`src/rtl/mul8_nibble_sched.sv`:
```
// Sequential 8x8 nibble-decomposed multiplier scheduler: one shared external 4x4 core, one partial product per cycle.
// Build option: define MUL8_ZERO_SKIP_EN to skip phases whose nibble pair contains a zero nibble.
module mul8_nibble_sched #(
  parameter int CNT_W = 16
) (
  input  logic             clk,
  input  logic             rst,
  input  logic             in_valid,
  output logic             in_ready,
  input  logic [7:0]       a,
  input  logic [7:0]       b,
  output logic [3:0]       sub_a,
  output logic [3:0]       sub_b,
  output logic             sub_hh,
  input  logic [7:0]       sub_prod,
  output logic             out_valid,
  input  logic             out_ready,
  output logic [15:0]      prod8,
  output logic             busy,
  output logic [CNT_W-1:0] done_cnt
);

  typedef enum logic [2:0] {
    S_IDLE,
    S_P_LL,
    S_P_LH,
    S_P_HL,
    S_P_HH,
    S_DONE
  } state_t;

  state_t           r_state;
  state_t           w_next_state;
  logic [7:0]       r_a;
  logic [7:0]       r_b;
  logic [15:0]      r_acc;
  logic [15:0]      r_prod;
  logic             r_out_valid;
  logic [CNT_W-1:0] r_done_cnt;

  logic [15:0]      w_addend;
  logic [15:0]      w_acc_sum;
  logic [3:0]       w_run_in;   // bit0 LL, bit1 LH, bit2 HL, bit3 HH
  logic [3:0]       w_run_reg;

`ifdef MUL8_ZERO_SKIP_EN
  assign w_run_in  = {(a[7:4] != 4'h0) && (b[7:4] != 4'h0),
                      (a[7:4] != 4'h0) && (b[3:0] != 4'h0),
                      (a[3:0] != 4'h0) && (b[7:4] != 4'h0),
                      (a[3:0] != 4'h0) && (b[3:0] != 4'h0)};
  assign w_run_reg = {(r_a[7:4] != 4'h0) && (r_b[7:4] != 4'h0),
                      (r_a[7:4] != 4'h0) && (r_b[3:0] != 4'h0),
                      (r_a[3:0] != 4'h0) && (r_b[7:4] != 4'h0),
                      (r_a[3:0] != 4'h0) && (r_b[3:0] != 4'h0)};
`else
  assign w_run_in  = 4'b1111;
  assign w_run_reg = 4'b1111;
`endif

  // First phase still to run among those flagged in run, in fixed LL->LH->HL->HH order.
  function automatic state_t first_phase(input logic [3:0] run);
    if (run[0])      first_phase = S_P_LL;
    else if (run[1]) first_phase = S_P_LH;
    else if (run[2]) first_phase = S_P_HL;
    else if (run[3]) first_phase = S_P_HH;
    else             first_phase = S_DONE;
  endfunction

  // NOTE: every signal written here gets a default first, so no path can infer a latch.
  always_comb begin
    w_next_state = r_state;
    sub_a        = 4'h0;
    sub_b        = 4'h0;
    sub_hh       = 1'b0;
    w_addend     = 16'h0000;
    unique case (r_state)
      S_IDLE: begin
        if (in_valid) w_next_state = first_phase(w_run_in);
      end
      S_P_LL: begin
        sub_a        = r_a[3:0];
        sub_b        = r_b[3:0];
        w_addend     = {8'h00, sub_prod};
        w_next_state = first_phase(w_run_reg & 4'b1110);
      end
      S_P_LH: begin
        sub_a        = r_a[3:0];
        sub_b        = r_b[7:4];
        w_addend     = {4'h0, sub_prod, 4'h0};
        w_next_state = first_phase(w_run_reg & 4'b1100);
      end
      S_P_HL: begin
        sub_a        = r_a[7:4];
        sub_b        = r_b[3:0];
        w_addend     = {4'h0, sub_prod, 4'h0};
        w_next_state = first_phase(w_run_reg & 4'b1000);
      end
      S_P_HH: begin
        sub_a        = r_a[7:4];
        sub_b        = r_b[7:4];
        sub_hh       = 1'b1;
        w_addend     = {sub_prod, 8'h00};
        w_next_state = S_DONE;
      end
      S_DONE: begin
        if (out_ready) w_next_state = S_IDLE;
      end
      default: w_next_state = S_IDLE;
    endcase
  end

  assign w_acc_sum = r_acc + w_addend;

  // NOTE: the operand registers are reset along with the control state so a restart never sees stale nibbles.
  always_ff @(posedge clk) begin
    if (rst) begin
      r_state     <= S_IDLE;
      r_a         <= 8'h00;
      r_b         <= 8'h00;
      r_acc       <= 16'h0000;
      r_prod      <= 16'h0000;
      r_out_valid <= 1'b0;
      r_done_cnt  <= '0;
    end else begin
      // NOTE: non-blocking assignments so every register samples pre-edge values.
      r_state <= w_next_state;
      unique case (r_state)
        S_IDLE: begin
          if (in_valid) begin
            r_a   <= a;
            r_b   <= b;
            r_acc <= 16'h0000;
            if (w_next_state == S_DONE) begin
              r_prod      <= 16'h0000;
              r_out_valid <= 1'b1;
            end
          end
        end
        S_P_LL, S_P_LH, S_P_HL, S_P_HH: begin
          r_acc <= w_acc_sum;
          if (w_next_state == S_DONE) begin
            r_prod      <= w_acc_sum;
            r_out_valid <= 1'b1;
          end
        end
        S_DONE: begin
          if (r_out_valid && out_ready) begin
            r_out_valid <= 1'b0;
            r_done_cnt  <= r_done_cnt + CNT_W'(1);
          end
        end
        default: ;
      endcase
    end
  end

  assign in_ready  = (r_state == S_IDLE);
  assign busy      = (r_state != S_IDLE);
  assign out_valid = r_out_valid;
  assign prod8     = r_prod;
  assign done_cnt  = r_done_cnt;

endmodule

```
`config.mk`:
```
export PLATFORM = sky130hd
export DESIGN_NAME = mul8_nibble_sched
export DESIGN_NICKNAME = d
export VERILOG_FILES = /design/src/rtl/mul8_nibble_sched.sv
export SDC_FILE = /design/constraint.sdc
export NUM_CORES = 1
export LEC_CHECK = 0
export ABC_AREA = 1
export CAP_MARGIN = 20
export CORE_MARGIN = 4
export CORE_UTILIZATION = 50
export DETAILED_ROUTE_END_ITERATION = 10
export DONT_BUFFER_PORTS = 1
export SLEW_MARGIN = 10
export SYNTH_ARGS = -nofsm -noshare
export SYNTH_HDL_FRONTEND = slang
export SYNTH_SLANG_ARGS = --single-unit
export TNS_END_PERCENT = 5
```
`constraint.sdc`:
```
create_clock -name clk -period 2.5 [get_ports clk]
set_input_delay 0.25 -clock clk [delete_from_list [all_inputs] [get_ports clk]]
set_output_delay 0.25 -clock clk [all_outputs]
set_load 0.005 [all_outputs]
```
==> summary.md <==
| Metric | Value |
|---|---|
| Average wire per cell in the routed design | 14.0 um |
| Number of warnings issued by yosys | 0 |
| Clock tree from TritonCTS | done |
| Synth-to-Final Area Change | 7.04% |
| Standard-cell row count | 31 |
| Critical path's largest stage delay | approximately 0.39 ns |
| DRT Pass-1 Iters | 4 |
| Pwr/cell area | between 600 and 700 nW/um2 |
| Run status | complete, no violations |
| Slack of the critical path | about 0.23 ns |
| Unrepaired setup endpoints after global routing | false |
| Setup crit end kind | register |
| Number of distinct library cell variants in the gate-level netlist after synthesis | 28 |
| Clock transition at the registers of the reported paths | 0.08 ns |
| Utilization after layout | 0.551 |
| Width of the die | 94.4 um |
| Placed wire-length estimate | 6820 um |
| Critical Path AT | 2.45 ns |
| Hold Path Class | input pin to register |
| Fraction of the mapped netlist area in simple logic gates | 0.299 |
| Setup tns final | 0 ns |
| Data required time at the worst endpoint | 2.68 ns |
| Mapped Nets | 602 |
| Residual antenna-violating net count after detailed routing | 0 |
| Total number of vias | 3372 |
| Post-synthesis cell count | 557 |
| Fmax | around 440 MHz |
| Number of max-cap violations | 0 |
| Number of antenna diodes | 0 |
| Setup slack after placement | 0.200 ns |
| Power, Total | 2470 uW |
| IO Port Bufs | 0 |
| Combinational family with the most area after synthesis | simple AND/OR/NAND/NOR gates |
| Number of nets in the layout | around 600 |
| TritonCTS sink count | 68 |
| Final setup violation count | 0 |
| Leakage power total | 0.00183 uW |
| Share of synthesized area spent on multiplexers | 0 |
| Standard cell with the maximum stage delay on the critical path | sky130_fd_sc_hd__dfxtp_2 |
| Core Area | 7250 um2 |
| GR Util All Layers | 0.214 |
| Clock insertion delay at the later pin of the skew report | 0.34 ns |
| Max Root-Sink Buffers | 2 |
| Largest net degree at the start of global routing | 46 |
| Cell area after synthesis | 3730 um2 |
| Startpoint types | register |
| Crit Path Max Fanout | 10 |
| Remaining global-route overflow | 0 |
| Placer's final routability congestion estimate | slightly below 0.9 |
| Synthesized-area fraction occupied by adder cells | 0.0590 |
| Dominant cell type by count on the critical path | sky130_fd_sc_hd__nand2_1 |
| Final routed wirelength across all metal layers | 9260 um |
| Sequential-to-total area share from yosys stat | 0.365 |
| Final worst path period need | 2.27 ns |
| Setup skew after layout | 0.0106 ns |
| IR Drop Worst-Case VDD | 385 uV |
| Final Hold Fails | 0 |
| Share of the synthesized netlist area taken by xor and xnor gates | 0.00704 |
| Compound-gate portion of the synthesized area | 0.167 |
| Vias in the first global route | 3157 |
| Tightest Pin Transition | 1.04 ns |
| Die height | 94.4 um |
| Combined area of the multi-input logic cells | 1990 um2 |
| Final worst-path cycle share | 0.907 |
| Post-Syn Area per Cell | 6.70 um2 |
| Sequence of cells on the critical path | inv_1 -> nand2_4 -> nor2_1 -> ha_1 -> fa_1 -> nand2_1 -> nand2_1 -> nand3_1 -> nand2_1 -> or2_2 -> nand3_2 -> a21oi_1 |
| Area taken by flip-flops and latches | 1360 um2 |
| Startpoint-to-endpoint class of the critical path | register to register |
| Effective utilization at floorplan | 0.515 |
| Residual DRC | 0 |
| Register bit count reported by yosys | 68 |
| Number of antenna violations at the first check in global routing | 0 |
| Cell at the root of the clock tree | sky130_fd_sc_hd__clkbuf_8 |
| Initial DRC Count | 211 |
| CTS Buf Count | 9 |
| Die Footprint | 8910 um2 |
| Total number of H-tree levels | 3 |
| Proportion of layout cells with a drive suffix above 1 | 0.0836 |
| First-pass GRT wire length | ~15000 um |
| Post-CTS Repair Setup Buffers | 0 |
| Max-Slew Margin vs Limit | 0.301 |
| Post-detailed-route via-to-cell ratio | between 5 and 6 |
| Number of top-level pins | between 70 and 80 |
| Number of fillers in the final layout | 746 |
| Pins Over Slew Limit | 0 |
## worst max-delay path, delay by kind of cell (launching register included)
kind,cells,cell delay [ns]
AND/OR/NAND/NOR,8,0.97
adder cells (fa/ha/maj),2,0.58
flip-flops,1,0.39
buffers and inverters,1,0.11
AO/OA/AOI/OAI,1,0.07
## synth_stat cells
master | n | area, um2
sky130_fd_sc_hd__nand2_1 | 129 | 484
sky130_fd_sc_hd__inv_1 | 79 | 297
sky130_fd_sc_hd__dfxtp_1 | 68 | 1360
sky130_fd_sc_hd__nor2_1 | 63 | 236
sky130_fd_sc_hd__a21oi_1 | 56 | 280
sky130_fd_sc_hd__o21ai_0 | 48 | 240
sky130_fd_sc_hd__nand3_1 | 22 | 110
sky130_fd_sc_hd__ha_1 | 16 | 200
sky130_fd_sc_hd__nor3_1 | 11 | 55.1
sky130_fd_sc_hd__clkbuf_1 | 8 | 30.0
sky130_fd_sc_hd__o22ai_1 | 8 | 50.1
sky130_fd_sc_hd__or2_2 | 8 | 50.1
sky130_fd_sc_hd__nand3_2 | 7 | 70.1
sky130_fd_sc_hd__buf_2 | 5 | 25.0
sky130_fd_sc_hd__a22o_1 | 4 | 35.0
sky130_fd_sc_hd__nand4_1 | 4 | 25.0
sky130_fd_sc_hd__nand3b_1 | 3 | 22.5
sky130_fd_sc_hd__xor2_1 | 3 | 26.3
sky130_fd_sc_hd__and2_1 | 2 | 12.5
sky130_fd_sc_hd__buf_6 | 2 | 22.5
sky130_fd_sc_hd__inv_2 | 2 | 7.51
sky130_fd_sc_hd__nand2_4 | 2 | 22.5
sky130_fd_sc_hd__nor2_4 | 2 | 22.5
sky130_fd_sc_hd__a21oi_2 | 1 | 8.76
sky130_fd_sc_hd__buf_1 | 1 | 3.75
sky130_fd_sc_hd__fa_1 | 1 | 20.0
sky130_fd_sc_hd__nor2_2 | 1 | 6.26
sky130_fd_sc_hd__o21ai_2 | 1 | 8.76
## metrics by stage
step	hold WS [ns]	cells	cell area (um2)
finish	0.0734	661	4000
global route	0.0472	661	4000
CTS	0.0510	661	3990
detailed placement	0.325	644	3810
global placement	0.322	644	3810
floorplan	0.319	557	3730
## flip-flops by register name, summed over array words and instances, names as in the netlist
register   cells
prod8         16
r_acc         16
r_b            8
r_state        3
r_a            8
done_cnt      16
out_valid      1
## placed cells by master (no fill, tap or decap), types with 2 or more instances in the layout
cell type | netlist | final
sky130_fd_sc_hd__dfxtp_1 | 68 | 66
sky130_fd_sc_hd__inv_2 | 2 | 2
sky130_fd_sc_hd__a21oi_1 | 56 | 56
sky130_fd_sc_hd__clkinv_4 | 0 | 2
sky130_fd_sc_hd__a22o_1 | 4 | 4
sky130_fd_sc_hd__nand3_2 | 7 | 7
sky130_fd_sc_hd__dfxtp_2 | 0 | 2
sky130_fd_sc_hd__nand4_1 | 4 | 4
sky130_fd_sc_hd__xor2_1 | 3 | 3
sky130_fd_sc_hd__nand2_4 | 2 | 2
sky130_fd_sc_hd__or2_2 | 8 | 8
sky130_fd_sc_hd__nand2_1 | 129 | 129
sky130_fd_sc_hd__nor3_1 | 11 | 11
sky130_fd_sc_hd__clkinvlp_4 | 0 | 2
sky130_fd_sc_hd__nor2_1 | 63 | 62
sky130_fd_sc_hd__nor2_4 | 2 | 2
sky130_fd_sc_hd__and2_1 | 2 | 2
sky130_fd_sc_hd__o22ai_1 | 8 | 8
sky130_fd_sc_hd__nand3_1 | 22 | 22
sky130_fd_sc_hd__inv_1 | 79 | 79
sky130_fd_sc_hd__ha_1 | 16 | 16
sky130_fd_sc_hd__buf_4 | 0 | 4
sky130_fd_sc_hd__clkinv_2 | 0 | 2
sky130_fd_sc_hd__nor2_2 | 1 | 2
sky130_fd_sc_hd__clkbuf_8 | 0 | 9
sky130_fd_sc_hd__o21ai_0 | 48 | 48
sky130_fd_sc_hd__nand3b_1 | 3 | 3
## layout make-up
class	count	area share
clock buffer	9	0.0310
clock inverter	7	0.0128
inverter	81	0.0761
multi-input combinational	392	0.498
sequential	68	0.341
tap	99	0.0310
timing repair buffer	5	0.0100
## layer usage
layer,wire length (um),up-vias,global-route usage
li1,-,1795,-
met1,4440,1507,0.274
met2,4230,68,0.346
met3,556,2,0.0701
met4,31,0,0.0578
met5,0,-,0
## what timing repair did
item / 4_1_cts / 5_1_grt
gates resized for setup: 0 / 2
setup endpoints to repair: 0 / 11
hold buffers: 1 / 0
hold endpoints to repair: 22 / 0
## cells by family (layout without fill, tap and decap cells)
group	after synthesis	count (layout)
XOR/XNOR	3	3
AND/OR/NAND/NOR	254	254
AO/OA/AOI/OAI	118	118
adder cells (fa/ha/maj)	17	17
flip-flops	68	68
buffers and inverters	97	102
## power breakdown
| group | internal, uW | switching (uW) | total (uW) |
|---|---|---|---|
| sequential | 1150 | 42.3 | 1190 |
| combinational | 148 | 329 | 476 |
| clock | 362 | 442 | 804 |
| total | 1660 | 813 | 2470 |
## worst paths after layout
| kind | end | slack (ns) | depth (start not counted) | start |
|---|---|---|---|---|
| setup reg to reg | r_acc[6] | 0.23 | 12 | r_state[2] |
| hold / removal | r_a[5] | 0.07 | 2 | a[5] |
| hold reg to reg | r_b[4] | 0.45 | 2 | r_b[4] |
| setup / recovery | r_acc[6] | 0.23 | 12 | r_state[2] |
Power figures use the tool's default switching activity.
